[config.mk]
export PLATFORM = sky130hd
export DESIGN_NAME = rr_mux8_way
export DESIGN_NICKNAME = d
export VERILOG_FILES = /design/src/rtl/rr_mux8_pkg.sv /design/src/rtl/rr_mux8_way_pick.sv /design/src/rtl/rr_mux8_way.sv
export SDC_FILE = /design/constraint.sdc
export NUM_CORES = 1
export LEC_CHECK = 0
export ABC_CLOCK_PERIOD_IN_PS = 9200
export CORE_MARGIN = 3
export CORE_UTILIZATION = 42
export CTS_CLUSTER_DIAMETER = 150
export DETAILED_ROUTE_END_ITERATION = 6
export GPL_TIMING_DRIVEN = 0
export PLACE_DENSITY = 0.95
export SYNTH_ARGS = -nofsm -noshare
export SYNTH_HDL_FRONTEND = slang
export SYNTH_SLANG_ARGS = --single-unit
[constraint.sdc]
create_clock -name clk -period 9.2 [get_ports clk]
set_input_delay 0.92 -clock clk [delete_from_list [all_inputs] [get_ports clk]]
set_output_delay 0.92 -clock clk [all_outputs]
set_load 0.05 [all_outputs]
[src/rtl/rr_mux8_pkg.sv]
// Shared types and sizes for the eight-channel packet merger.
// Used by the merger and by its rotating-priority picker.
package rr_mux8_pkg;

  localparam int NUM_CH = 8;
  localparam int SEL_W  = 3;

  typedef enum logic {
    IDLE   = 1'b0,
    LOCKED = 1'b1
  } state_t;

  typedef logic [SEL_W-1:0] sel_t;

endpackage

[src/rtl/rr_mux8_way_pick.sv]
// Combinational rotating-priority picker: first requester at or after ptr wins.
// Used by rr_mux8_way to choose the next packet source while idle.
module rr_pick8
  import rr_mux8_pkg::*;
(
  input  logic [NUM_CH-1:0] req,
  input  sel_t              ptr,
  output sel_t              grant,
  output logic              any
);

  logic [2*NUM_CH-1:0] dbl_s;
  logic [NUM_CH-1:0]   rot_s;
  sel_t                off_s;

  // Rotate so bit 0 is channel ptr, then take the lowest set bit as an offset.
  always_comb begin
    dbl_s = {req, req} >> ptr;
    rot_s = dbl_s[NUM_CH-1:0];
    off_s = '0;
    for (int k = NUM_CH - 1; k >= 0; k--) begin
      off_s = rot_s[k] ? sel_t'(k) : off_s;
    end
    grant = ptr + off_s;
    any   = |req;
  end

endmodule

[src/rtl/rr_mux8_way.sv]
// Eight-channel packet merger with packet-level round-robin arbitration.
// Each output word carries the 3-bit source index a downstream 8-way demux needs.
module rr_mux8_way
  import rr_mux8_pkg::*;
#(
  parameter int WIDTH = 16
) (
  input  logic                    clk,
  input  logic                    reset,
  input  logic [NUM_CH*WIDTH-1:0] in_data,
  input  logic [NUM_CH-1:0]       in_valid,
  input  logic [NUM_CH-1:0]       in_last,
  output logic [NUM_CH-1:0]       in_ready,
  output logic [WIDTH-1:0]        out_data,
  output logic [SEL_W-1:0]        out_sel,
  output logic                    out_last,
  output logic                    out_valid,
  input  logic                    out_ready
);

  state_t             state_r;
  sel_t               ptr_r;
  sel_t               lock_sel_r;
  logic [WIDTH-1:0]   out_data_r;
  sel_t               out_sel_r;
  logic               out_last_r;
  logic               out_valid_r;

  sel_t               pick_grant_s;
  logic               pick_any_s;
  sel_t               grant_s;
  logic               grant_ok_s;
  logic               load_s;
  logic [NUM_CH-1:0]  in_ready_s;
  logic               xfer_s;
  logic               xfer_last_s;
  logic [WIDTH-1:0]   xfer_data_s;

  rr_pick8 u_pick (
    .req   (in_valid),
    .ptr   (ptr_r),
    .grant (pick_grant_s),
    .any   (pick_any_s)
  );

  // Grant selection and ready decode; a locked packet owns the output until its last word.
  always_comb begin
    load_s = !out_valid_r || out_ready;
    case (state_r)
      IDLE: begin
        grant_s    = pick_grant_s;
        grant_ok_s = pick_any_s;
      end
      LOCKED: begin
        grant_s    = lock_sel_r;
        grant_ok_s = 1'b1;
      end
      default: begin
        grant_s    = '0;
        grant_ok_s = 1'b0;
      end
    endcase
    if (load_s && grant_ok_s) begin
      in_ready_s = {{(NUM_CH-1){1'b0}}, 1'b1} << grant_s;
    end else begin
      in_ready_s = '0;
    end
    xfer_s      = |(in_valid & in_ready_s);
    xfer_last_s = in_last[grant_s];
    xfer_data_s = in_data[grant_s*WIDTH +: WIDTH];
  end

  // Output register and arbitration state; everything freezes while the output is stalled.
  always_ff @(posedge clk or posedge reset) begin
    if (reset) begin
      state_r     <= IDLE;
      ptr_r       <= '0;
      lock_sel_r  <= '0;
      out_data_r  <= '0;
      out_sel_r   <= '0;
      out_last_r  <= 1'b0;
      out_valid_r <= 1'b0;
    end else if (load_s) begin
      if (xfer_s) begin
        out_data_r  <= xfer_data_s;
        out_sel_r   <= grant_s;
        out_last_r  <= xfer_last_s;
        out_valid_r <= 1'b1;
        case (state_r)
          IDLE: begin
            if (xfer_last_s) begin
              ptr_r <= grant_s + 3'd1;
            end else begin
              state_r    <= LOCKED;
              lock_sel_r <= grant_s;
            end
          end
          LOCKED: begin
            if (xfer_last_s) begin
              state_r <= IDLE;
              ptr_r   <= lock_sel_r + 3'd1;
            end
          end
          default: state_r <= IDLE;
        endcase
      end else begin
        out_valid_r <= 1'b0;
      end
    end
  end

  assign in_ready  = in_ready_s;
  assign out_data  = out_data_r;
  assign out_sel   = out_sel_r;
  assign out_last  = out_last_r;
  assign out_valid = out_valid_r;

endmodule

==> flow_summary.toml <==
[sta]
holdWs_ns = 0.514
timing.fmax_ghz = 0.138
period_share = 0.789
post-route-min-period_ns = 7.25
hold_viol = 0
max-slew-margin-rel = 0.251
timing.setup.tns_ns = 0
grt_setup_unrepaired = "false"
drv_slew = 0
clock_skew_ns = 0.00462
worstMarginPinSlew_ns = 1.09
finalSetupViolCount = 0

[synthesis]
synth_seq_cells = 28
synth_ff_type = "dfrtp_1"
seq_area_frac_synth = 0.229
synth_edf_count = 0
synth_warnings = 0
synth_area_leaders = "mux4_2 25%, dfrtp_1 23%, mux2_4 8.8%"
syn-cell-area_um2 = 3060
synthArstFlopShare = 1.00
synth_top_area_frac = 0.250
synth_cell_type_count = 48
synth_fp_nets = 419
post_synth.cell_area_avg_um2 = 11.6
synthCells = 265
synth_top_cell_by_area = "mux4_2"

[cts]
clk_pin_slew_ns = 0.10
ctsResizeCount = 0
cts-hold-fix-buffers = 0
htree_num_levels = 1
clock_latency_ns = 0.28
cts-root-buf = "clkbuf_8"
clockBufferDepth = 2
clkSinkCount = 28
cts_made_buffers = 3
postCtsSetupBuffers = 0
cts_tree = "done"

[critical_path]
cp.arrival_ns = 6.33
startpoint_type = "input pin"
worstPathRequired_ns = 8.28
critPathMaxFanout = 12
end_kind = "output port"
critPathKind = "in2out"

[die]
die-width_um = 91.4
core_um2 = 6940
ios = 176
die_area_um2 = 8350
initial_core_util = 0.441
rows = 30
die_y_um = 91.4

[route]
vias = 3067
drcViolationCount = 0
drt_wl_total_um = 11300
postRouteAntennaNets = 0
drt-vias-per-instance = 5.72
firstDrtPassIters = 5
routedWlPerCell_um = 21.0
drtIter0Drc = 208

[run]
maxCapViolCount = 0

[final_layout]
area_delta_synth_final_pct = 62.1
diodes = 0
drive_above_1_share = 0.209
fillCellCount = 462
final_nets = 595
layout_common_cells = "171 x clkdlybuf4s50_1, 34 x mux4_2, 28 x dfrtp_1"
final_common_cell = "clkdlybuf4s50_1"

[grt]
grt_pass1_vias = 3400
grt_pass1_wl_um = 17600
antenna_found_initial = 0
gr-total-overflow = 0
track_usage = 0.269
grt_max_degree = 29

[placement]
port_buffers = 171
hpwl_um = 9260
place_congestion = 0.861

[min_path]
min-delay-path-class = "reg2reg"

[outcome]
status = "completed"
==> per-stage QoR <==
stage	instance area [um^2]	setup slack, ns	std cells	utilization
6_report	4970	1.95	536	0.715
5_1_grt	4970	1.68	536	0.715
4_1_cts	4970	1.98	536	0.715
3_5_place_dp	4890	2.01	532	0.705
3_3_place_gp	4890	2.10	532	0.705
2_1_floorplan	3060	3.74	265	-
==> path summary, 6_finish.rpt <==
| check | endpoint | slack, ns | depth (start not counted) | start |
|---|---|---|---|---|
| worst max-delay path | in_ready[4] | 1.95 | 18 | in_valid[1] |
| worst min-delay path | out_valid | 0.51 | 1 | out_valid |
| worst max register to register | out_data[2] | 2.51 | 22 | ptr_r[1] |
| worst min register to register | out_valid | 0.51 | 1 | out_valid |
| max in group asynchronous | ptr_r[1] | 7.35 | 2 | reset |
| min in group asynchronous | out_data[2] | 1.20 | 2 | reset |
==> logic make-up (layout without fill, tap and decap cells) <==
logic type | count (synthesis) | count (layout) | synth area share
multiplexers | 90 | 90 | 0.473
AND/OR/NAND/NOR | 68 | 68 | 0.116
AO/OA/AOI/OAI | 38 | 38 | 0.0936
buffers and inverters | 31 | 206 | 0.0470
flip-flops | 28 | 28 | 0.229
adder cells (fa/ha/maj) | 7 | 7 | 0.0310
XOR/XNOR | 3 | 3 | 0.0110
==> Yosys cell counts, drive strengths merged (2+ instances only) <==
master    n
o21ai     5
nor4      4
nor2b     3
nor3     14
nand2    11
mux4     34
nand3     2
inv      10
xor2      2
clkbuf   12
a31oi     2
mux2i    13
ha        6
or4       2
a211oi    7
buf       9
nor3b     4
nand2b    6
mux2     43
a2111oi   2
and2      8
a22oi     2
dfrtp    28
o21bai    3
a21oi     7
nor2     12
==> metal layers <==
metal,share of wire,vias to the layer above,routed length (um),GRT usage
met5,0,-,0,0
met4,0.037,0,418,0.113
met3,0.055,28,617,0.0414
met2,0.56,164,6260,0.498
met1,0.35,1489,3960,0.304
li1,-,1386,-,-
==> worst max-delay path, stage by stage <==
cell	delay, ns
clkdlybuf4s50_1	0.63
mux2_2	0.23
nor2_1	0.05
a21oi_1	0.19
nand2b_1	0.14
nand2_1	0.05
a221o_1	0.36
a21boi_0	0.18
o32ai_1	0.13
ha_1	0.19
inv_1	0.07
fa_1	0.41
mux2i_1	0.82
clkbuf_1	0.61
inv_1	0.21
ha_1	0.30
and2_1	0.15
clkdlybuf4s50_1	0.69
==> flip-flops by register name (all words and copies together), names as in the netlist <==
name        count
lock_sel_r      3
out_data       16
out_last        1
out_sel         3
out_valid       1
ptr_r           3
state_r         1
==> layout make-up <==
| type | count | area (um^2) | area share |
|---|---|---|---|
| buffer | 21 | 106 | 0.0214 |
| tap | 96 | 120 | 0.0242 |
| multi-input combinational | 206 | 2220 | 0.447 |
| clock buffer | 3 | 41.3 | 0.00831 |
| timing repair buffer | 171 | 1710 | 0.345 |
| clock inverter | 1 | 30.0 | 0.00605 |
| inverter | 10 | 37.5 | 0.00756 |
| sequential | 28 | 701 | 0.141 |
Power is left out: the tool's default activity adds up to more than one toggle a clock period on the data nets, which glitch-free logic cannot reach.
